<file path="src/rtl/cmp_unit_arbiter.sv">
// Arbitrates the shared lui/slt compare unit between EX (priority) and ID branch compares.
// Grants are combinational; results and owner state are registered with 1-cycle latency.
module cmp_unit_arbiter #(
    parameter int unsigned STARVE_MAX = 2,
    parameter int unsigned CNT_W      = 2
) (
    input  logic        clk,
    input  logic        rst_n,
    input  logic        ex_req,
    input  logic [31:0] ex_a,
    input  logic [31:0] ex_b,
    input  logic [1:0]  ex_aluc,
    input  logic        br_req,
    input  logic [31:0] br_a,
    input  logic [31:0] br_b,
    input  logic        br_signed,
    input  logic        br_flush,
    output logic [31:0] cu_a,
    output logic [31:0] cu_b,
    output logic [1:0]  cu_aluc,
    input  logic [31:0] cu_r,
    input  logic        cu_eq,
    input  logic        cu_lt,
    output logic        ex_gnt,
    output logic        br_gnt,
    output logic        ex_stall,
    output logic        br_stall,
    output logic        ex_valid,
    output logic [31:0] ex_r,
    output logic        br_valid,
    output logic        br_eq,
    output logic        br_lt
);

    typedef enum logic [1:0] {
        S_IDLE = 2'b00,
        S_EX   = 2'b01,
        S_BR   = 2'b10
    } owner_t;

    owner_t             state;
    logic [CNT_W-1:0]   starve_cnt;
    logic               br_live;
    logic               starved;

    // br_lt is taken from the slt result bit so it honours br_signed; cu_lt is unsigned-only.
    logic unused_cu_lt;
    assign unused_cu_lt = cu_lt;

    always_comb begin
        br_live  = br_req & ~br_flush;
        starved  = (starve_cnt == CNT_W'(STARVE_MAX));
        br_gnt   = br_live & (~ex_req | starved);
        ex_gnt   = ex_req & ~br_gnt;
        ex_stall = ex_req & ~ex_gnt;
        br_stall = br_req & ~br_gnt & ~br_flush;
    end

    always_comb begin
        cu_a    = '0;
        cu_b    = '0;
        cu_aluc = 2'b00;
        if (ex_gnt) begin
            cu_a    = ex_a;
            cu_b    = ex_b;
            cu_aluc = ex_aluc;
        end else if (br_gnt) begin
            cu_a    = br_a;
            cu_b    = br_b;
            cu_aluc = {1'b1, br_signed};
        end
    end

    always_ff @(posedge clk or negedge rst_n) begin
        if (!rst_n) begin
            state      <= S_IDLE;
            starve_cnt <= '0;
            ex_r       <= '0;
            br_eq      <= 1'b0;
            br_lt      <= 1'b0;
        end else begin
            if (br_gnt)
                state <= S_BR;
            else if (ex_gnt)
                state <= S_EX;
            else
                state <= S_IDLE;

            if (!br_live || br_gnt)
                starve_cnt <= '0;
            else if (ex_gnt && !starved)
                starve_cnt <= starve_cnt + CNT_W'(1);

            if (ex_gnt)
                ex_r <= cu_r;
            if (br_gnt) begin
                br_eq <= cu_eq;
                br_lt <= cu_r[0];
            end
        end
    end

    assign ex_valid = (state == S_EX);
    assign br_valid = (state == S_BR);

endmodule

</file>
<file path="config.mk">
export PLATFORM = sky130hd
export DESIGN_NAME = cmp_unit_arbiter
export DESIGN_NICKNAME = d
export VERILOG_FILES = /design/src/rtl/cmp_unit_arbiter.sv
export SDC_FILE = /design/constraint.sdc
export NUM_CORES = 1
export LEC_CHECK = 0
export ABC_AREA = 1
export CAP_MARGIN = 10
export CORE_AREA = 2 2 106 108
export CTS_CLUSTER_DIAMETER = 40
export DETAILED_ROUTE_END_ITERATION = 8
export DIE_AREA = 0 0 108 110
export HOLD_SLACK_MARGIN = 0.08
export PLACE_DENSITY = 0.76
export SYNTH_ARGS = -nofsm -noshare
export SYNTH_HDL_FRONTEND = slang
export SYNTH_SLANG_ARGS = --single-unit
</file>
<file path="constraint.sdc">
create_clock -name clk -period 1.5 [get_ports clk]
set_clock_uncertainty 0.05 [all_clocks]
set_input_delay 0.375 -clock clk [delete_from_list [all_inputs] [get_ports clk]]
set_output_delay 0.375 -clock clk [all_outputs]
set_load 0.05 [all_outputs]
</file>
Yosys cells after proc, flatten, opt, wreduce, memory -nomap -nowiden

Cells that the tools add are included.

Add/sub/neg operators: 1
Equality and inequality tests: 3
Multiplexer cells: 10
Bitwise operators: 11
Reduce and logical (&&, ||, !) cells: 5

Operators with widths:

| cell                                                 | number |
|---|---|
| 2-to-1 mux 32 bit                                    | 4 |
| 2-to-1 mux 2 bit                                     | 5 |
| AND 1 bit                                            | 6 |
| equality test 2 bit (second input constant)          | 2 |
| NOT 1 bit                                            | 4 |
| adder 2 x 1 -> 2 bit (second input constant)         | 1 |
| equality test 2 x 1 -> 1 bit (second input constant) | 1 |
| logical NOT 1 bit                                    | 2 |
| nonzero test 2 bit                                   | 1 |
| logical AND 1 bit                                    | 1 |
| logical OR 1 bit                                     | 1 |
| 2-to-1 mux 1 bit                                     | 1 |
| bitwise OR 1 bit                                     | 1 |

Register bits after elaboration: 38
Input port bits: 170
Word-level logic and storage cells: 35

Logic depth before layout (Yosys ltp)

Gate-level depths: netlist of run 1.

Word-level depth: 8
Gate-level depth with buffers: 10

Least setup slack after synthesis of run 1

OpenSTA, ideal clock, no wires.

Path kind: reg-to-output
Start: register starve_cnt[0]
End: output cu_a[15]
Arrival: 1.560 ns
Required time: 1.075 ns
Slack: -0.485 ns
Cell stages (with the launch flop): 10
Cells stage by stage: dfrtp_1 inv_1 ha_1 inv_1 nand2_1 nand2_1 inv_2 buf_2 nand2_1 nand2_1

Cells in the longest elaborated chain, start to end: 6
Elaborated cells on any way between the ends: 7
Those cells by class: eq/ne (1); mux (2); bitwise (4)

Ends and longest elaborated chain:

| what                    | RTL line | source |
|---|---|---|
| start, declared         | 42       | `logic [CNT_W-1:0] starve_cnt;` |
| start signal, assigned  | 92       | `starve_cnt <= starve_cnt + CNT_W'(1);` |
| equality test 2 bit (*) | 52       | `starved = (starve_cnt == CNT_W'(STARVE_MAX));` |
| bitwise OR 1 bit (*)    | 53       | `br_gnt = br_live & (~ex_req \| starved);` |
| AND 1 bit (*)           | 53       |  |
| via br_gnt              | 25       | `output logic br_gnt,` |
| NOT 1 bit               | 54       | `ex_gnt = ex_req & ~br_gnt;` |
| AND 1 bit               | 54       |  |
| 2-to-1 mux 32 bit (*)   | 63       | `if (ex_gnt) begin` |
| end, declared           | 18       | `output logic [31:0] cu_a,` |

Mark *: on every way through the listed nets, which the timed path passes. The rest lies on a longest branch.

Worst setup path in the final report of run 1

Start: register starve_cnt[1]
End: output cu_b[11]

Cells in the longest elaborated chain, start to end: 6
Elaborated cells on any way between the ends: 7
Those cells by class: eq/ne (1); mux (2); bitwise (4)

Ends and longest elaborated chain:

| what                    | RTL line | source |
|---|---|---|
| equality test 2 bit (*) | 52       |  |
| bitwise OR 1 bit (*)    | 53       |  |
| AND 1 bit (*)           | 53       |  |
| NOT 1 bit               | 54       |  |
| AND 1 bit               | 54       |  |
| 2-to-1 mux 32 bit (*)   | 63       |  |
| end, declared           | 19       | `output logic [31:0] cu_b,` |

Mark *: on every way between the ends. The rest lies on a longest branch, timed or not.

==> results of run 1 <==
[cells in the mapped netlist]
cell type	count	area, µm²
buf_4	14	105
inv_1	8	30.0
nor2_2	1	6.26
nand3_1	98	490
nor2_1	4	15.0
buf_2	16	80.1
ha_1	1	12.5
nand2_1	206	773
dfrtp_1	38	951
inv_2	1	3.75
buf_6	2	22.5
[worst min-delay path, cell delays in order (launching register included)]
cell and delay [ns]:
dfrtp_1 0.35, buf_4 0.10, nor2_1 0.04
[kinds of logic after synthesis]
kind of cell,Yosys count
AND/OR/NAND/NOR,309
buffers and inverters,41
flip-flops,38
adder cells (fa/ha/maj),1
[flip-flops by register name, indices dropped and copies added (netlist names)]
| name | flops |
|---|---|
| ex_r | 32 |
| starve_cnt | 2 |
| state | 2 |
| br_eq | 1 |
| br_lt | 1 |
[per-stage QoR]
step	setup TNS, ns	hold slack, ns	area, µm²
floorplan	-13.24	0.0294	3030
global placement	-78.37	0.265	6050
detailed placement	-80.53	0.273	6050
CTS	-51.82	0.376	7760
global route	-61.85	0.495	8170
finish	-55.61	0.467	8170
[per-layer routing]
layer / routed length (µm) / track usage / vias up
met3: 1190 / 0.0600 / 58
met4: 834 / 0.0989 / 2
li1: - / - / 1845
met5: 10 / 0 / -
met1: 6100 / 0.284 / 1966
met2: 9800 / 0.535 / 229
[worst max-delay path by stage]
stage | start | endpoint | slack (ns) | cells past startpoint
2_1_floorplan | starve_cnt[0]$_DFFE_PN0P_ | cu_a[24] | -0.20 | 9
3_3_place_gp | br_flush | cu_b[0] | -0.84 | 7
3_5_place_dp | br_flush | cu_b[3] | -0.87 | 7
4_1_cts | starve_cnt[0]$_DFFE_PN0P_ | cu_a[4] | -0.71 | 10
5_1_grt | starve_cnt[0]$_DFFE_PN0P_ | cu_b[11] | -0.81 | 10
6_report | starve_cnt[1]$_DFFE_PN0P_ | cu_b[11] | -0.75 | 9
[power breakdown]
group          internal (mW)  switching (mW)
registers               1.13           0.125
clock network          0.369           0.348
logic                   1.57            1.68
total                   3.07            2.16
[layout make-up]
| cell class | instances | area [µm²] |
|---|---|---|
| flip-flops and latches | 38 | 951 |
| fillers | 656 | 2520 |
| clock buffers | 6 | 82.6 |
| inverters | 9 | 57.6 |
| well taps | 140 | 175 |
| clock inverters | 2 | 12.5 |
| multi-input cells | 310 | 2520 |
| repair buffers | 327 | 4380 |
[repair_timing]
item,in CTS,in global routing
pin swaps,10,18
hold endpoints to repair,15,0
cloned,17,4
buffers inserted,17,7
hold buffers,1,0
gates resized for setup,251,94
setup endpoints to repair,105,106
==> flow_summary.json, run 1 <==
{
  "rr_worst_depth": 11,
  "place_inst": 786,
  "ios": 276,
  "antenna_found_initial": 1,
  "cts_tree": "built",
  "synth.avg_cell_area_um2": 6.40,
  "violations": "setup timing",
  "clkTransAtPathRegs_ns": 0.07,
  "vdd_drop_max_uv": 418,
  "r2r_slack_ns": -0.38,
  "power_leakage_nw": 3.72,
  "whs_endpoint": "starve_cnt[0]$_DFFE_PN0P_",
  "yosysUniqueCellTypes": 11,
  "vias": 4100,
  "start_util": 0.233,
  "synthCells": 389,
  "crit_arrival_ns": 1.82,
  "path_buf_inv": 4,
  "syn_nets": 560,
  "rows": 38,
  "p_total_mw": 5.23,
  "timing.critical_path.fanout_max": 6,
  "grt_use_total": 0.273,
  "slowest_stage": "dfrtp_1",
  "syn_area_mm2": 0.00249,
  "synth_xor_area_frac": 0,
  "dr.first_iter.drc_count": 256,
  "place_ws_ns": -0.870,
  "clk_latency_ns": 0.28,
  "root_buffer": "clkbuf_8",
  "grt_pass1_wl_um": 24500,
  "min_path_type": "reg2reg",
  "fin_crit_sh": 1.50,
  "status": "finished with violations",
  "drt_wl_total_um": 17900,
  "dieArea_mm2": 0.0119,
  "dpl.hpwl_um": 9840,
  "slew_viol_final": 0,
  "critPathLaunchType": "register",
  "worstPathRequired_ns": 1.07,
  "synth_top_family_by_area": "simple AND/OR/NAND/NOR gates",
  "yosysSeqAreaShare": 0.382,
  "layout_common_cells": "clkdlybuf4s50_1, nand2_4, nand2_1",
  "antenna_cells": 0,
  "overflow": 0,
  "rsz0062_at_grt": "yes",
  "hold_start": "starve_cnt[0]$_DFFE_PN0P_",
  "setup_viol": 105,
  "grt_max_degree": 53,
  "synth_seq_cells": 38,
  "place.gp.congestion": 0.836,
  "end_kind": "primary output",
  "chipWidth_um": 108,
  "muxShareOfSynthArea": 0,
  "grt_pass1_vias": 4383,
  "drive_above_1_share": 0.517,
  "cts_buffers": 5,
  "cts_max_path_buffers": 2,
  "area_growth_pct": 228,
  "fin_ws_ns": -0.750,
  "final_nets": 862,
  "post_drt_wl_per_cell_um": 21.6,
  "core_mm2": 0.0107,
  "synth_compound_area_frac": 0,
  "finalHoldViolCount": 0,
  "final_common_cell": "clkdlybuf4s50_1",
  "final_util": 0.764,
  "worstPathCellList": "ha_2 -> inv_2 -> nand2_4 -> nand2_8 -> buf_12 -> buf_16 -> nand3_1 -> nand2_4 -> buf_8",
  "max_freq_ghz": 0.444,
  "drc": 0,
  "antenna_left": 0,
  "numPortBuffers": 274,
  "r2r_end": "ex_r[5]$_DFFE_PN0P_",
  "synthAdderAreaFrac": 0.00503,
  "final_cells": 832,
  "worst_pin_slew_ns": 0.633,
  "slowest_delay_ns": 0.39,
  "worstReg2RegStart": "starve_cnt[1]$_DFFE_PN0P_",
  "max_cap_violations": 0,
  "avgViaCountPerCell": 4.93,
  "path_class": "reg2out",
  "drtPass1Iterations": 5,
  "ys_warn_count": 0,
  "cts.sinks": 38,
  "path_common_cell": "nand2_4",
  "relSlewSlack": 0.578,
  "hold_depth": 2,
  "critPathTopFamily": "buffers and inverters",
  "htree_num_levels": 2,
  "p_per_area_mw_per_mm2": 640,
  "period_needed_ns": 2.25,
  "dieHeight_um": 110,
  "yosys.area_share.simple": 0.516
}
(Power assumes the default switching activity.)
==> run 2: changes to the inputs <==
--- a/config.mk
+++ b/config.mk
@@ -12,7 +12,7 @@
 export DETAILED_ROUTE_END_ITERATION = 8
 export DIE_AREA = 0 0 108 110
 export HOLD_SLACK_MARGIN = 0.08
-export PLACE_DENSITY = 0.76
+export PLACE_DENSITY_LB_ADDON = 0.1
 export SYNTH_ARGS = -nofsm -noshare
 export SYNTH_HDL_FRONTEND = slang
 export SYNTH_SLANG_ARGS = --single-unit
==> run 2 against run 1 <==
Net effect: the flow still finishes with violations (setup timing); register-to-register slack improved by 0.12 ns; fmax rose by 3.6%; worst hold slack improved by 0.017 ns; first-iteration DRC count fell by 21%; sequential power barely moved; wire length fell by 18%; critical path type is now in2out; critical endpoint is now ex_gnt; largest cell class unchanged; largest power group unchanged; highest routed layer is now met4.
==> flow_summary.json, run 2 (synthesis results as in run 1) <==
{
  "chipWidth_um": 108,
  "pwr-share-comb": 0.594,
  "place.gp.congestion": 0.770,
  "antenna_found_initial": 0,
  "grt_use_total": 0.212,
  "numPortBuffers": 274,
  "final_util": 0.734,
  "power_leakage_nw": 3.47,
  "ios": 276,
  "antenna_cells": 0,
  "grt_max_degree": 50,
  "grt_pass1_vias": 3948,
  "core_mm2": 0.0107,
  "finalHoldViolCount": 0,
  "post_drt_wl_per_cell_um": 18.0,
  "fin_ws_ns": -0.671,
  "clk_latency_ns": 0.29,
  "r2r_slack_ns": -0.26,
  "htree_num_levels": 2,
  "period_needed_ns": 2.17,
  "end_kind": "primary output",
  "relSlewSlack": 0.587,
  "multi_input_area_mm2": 0.00243,
  "vdd_drop_max_uv": 393,
  "worstPathRequired_ns": 1.07,
  "final_nets": 849,
  "drt_wl_total_um": 14700,
  "top_regs": "ex_r (32), starve_cnt (2), state (2)",
  "critPathLaunchType": "input pin",
  "cts_buffers": 5,
  "regMostFlops": "ex_r",
  "status": "finished with violations",
  "largest_register_ffs": 32,
  "rsz0062_at_grt": "yes",
  "slew_viol_final": 0,
  "final_common_cell": "clkdlybuf4s50_1",
  "dpl.hpwl_um": 9380,
  "clkTransAtPathRegs_ns": 0.06,
  "layout_common_cells": "clkdlybuf4s50_1, nand2_1, nand2_4",
  "grt_pass1_wl_um": 19800,
  "setup_viol": 105,
  "p_per_area_mw_per_mm2": 666,
  "internal_power_mw": 3.17,
  "start_util": 0.233,
  "dr.first_iter.drc_count": 202,
  "avgViaCountPerCell": 4.62,
  "drc": 0,
  "cts.sinks": 38,
  "drive_above_1_share": 0.469,
  "overflow": 0,
  "place_ws_ns": -0.753,
  "dieHeight_um": 110,
  "vias": 3779,
  "max_freq_ghz": 0.461,
  "area_growth_pct": 215,
  "switching_share": 0.393,
  "fillers": 774,
  "fin_crit_sh": 1.45,
  "rows": 38,
  "violations": "setup timing",
  "seq_area_um2": 951,
  "max_cap_violations": 0,
  "dieArea_mm2": 0.0119,
  "drtPass1Iterations": 4,
  "p_sw_mw": 2.05,
  "crit_arrival_ns": 1.75,
  "min_path_type": "reg2reg",
  "timing.critical_path.fanout_max": 7,
  "antenna_left": 0,
  "root_buffer": "clkbuf_8",
  "finalSetupTns_ns": -51.31,
  "p_clk_frac": 0.167,
  "cts_tree": "built",
  "p_seq_frac": 0.239,
  "path_class": "in2out",
  "worst_pin_slew_ns": 0.619,
  "cts_max_path_buffers": 2
}
==> run 2: cell count changes in the layout (fill, tap and decap cells not counted), moves of 2 or more <==
cell	before	now
nand2_1	75	126
nand2_2	42	12
nand3_1	49	24
nand3_2	26	47
buf_8	68	62
buf_4	16	14
buf_16	13	4
clkbuf_16	4	9
nand2_4	87	67
nand3_4	23	27
==> run 2: worst paths after layout <==
check,startpoint,cells after the start,end
setup / recovery,br_flush,8,ex_gnt
hold / removal,ex_r[20]$_DFFE_PN0P_,2,ex_r[20]$_DFFE_PN0P_
min in group asynchronous,rst_n,3,ex_r[17]$_DFFE_PN0P_
hold reg to reg,ex_r[20]$_DFFE_PN0P_,2,ex_r[20]$_DFFE_PN0P_
setup reg to reg,starve_cnt[0]$_DFFE_PN0P_,12,ex_r[12]$_DFFE_PN0P_
max in group asynchronous,rst_n,3,br_lt$_DFFE_PN0P_
==> run 2: what timing repair did <==
item                                    CTS  global route
setup buffers                             6             6
cloned                                    6             9
pin swaps                                 5            19
hold buffers                              1             0
endpoints found under the setup margin  104           106
resized for setup                       169           104
hold endpoints to repair                 38             0
==> run 2: power groups by stage <==
stage | sequential (mW) | clock [mW] | combinational [mW]
global placement | 1.26 | 0 | 2.55
global route | 1.27 | 0.943 | 3.24
finish | 1.25 | 0.871 | 3.10
detailed placement | 1.27 | 0 | 2.56
CTS | 1.25 | 0.904 | 2.89
floorplan | 1.57 | 0 | 0.983
==> run 2: critical path, cell delays in order <==
cell and delay, ns:
clkdlybuf4s50_1 0.44, nor2_4 0.15, nand2_4 0.10, buf_12 0.16, clkbuf_16 0.17, nand2_8 0.07
clkinvlp_4 0.11, buf_12 0.16
==> run 2: layout make-up <==
class | count | share of cell area
flip-flops and latches | 38 | 0.121
repair buffers | 314 | 0.526
well taps | 140 | 0.0223
inverters | 9 | 0.00638
clock buffers | 6 | 0.0105
multi-input cells | 310 | 0.310
clock inverters | 1 | 0.00383
==> run 2: metrics by stage <==
stage	power [mW]	cells	hold slack, ns	instance area, µm²
6_report	5.23	818	0.484	7850
2_1_floorplan	2.55	389	0.0294	3030
4_1_cts	5.04	806	0.458	7130
3_3_place_gp	3.81	786	0.308	6120
3_5_place_dp	3.83	786	0.310	6120
5_1_grt	5.45	818	0.510	7850
==> run 2: layer usage <==
layer  routed length, µm  vias to the layer above  GRT usage
met1                5030                     1792      0.220
met2                8440                      151      0.416
met4                 226                        0     0.0650
met5                   0                        -          0
li1                    -                     1818          -
met3                1010                       18     0.0553
==> run 3: changes to the inputs <==
--- a/config.mk
+++ b/config.mk
@@ -6,6 +6,7 @@
 export NUM_CORES = 1
 export LEC_CHECK = 0
 export ABC_AREA = 1
+export ABC_CLOCK_PERIOD_IN_PS = 1500
 export CAP_MARGIN = 10
 export CORE_AREA = 2 2 106 108
 export CTS_CLUSTER_DIAMETER = 40
==> results of run 3 <==
Same layout as run 2: the final DEF is identical, and so are final timing and power.
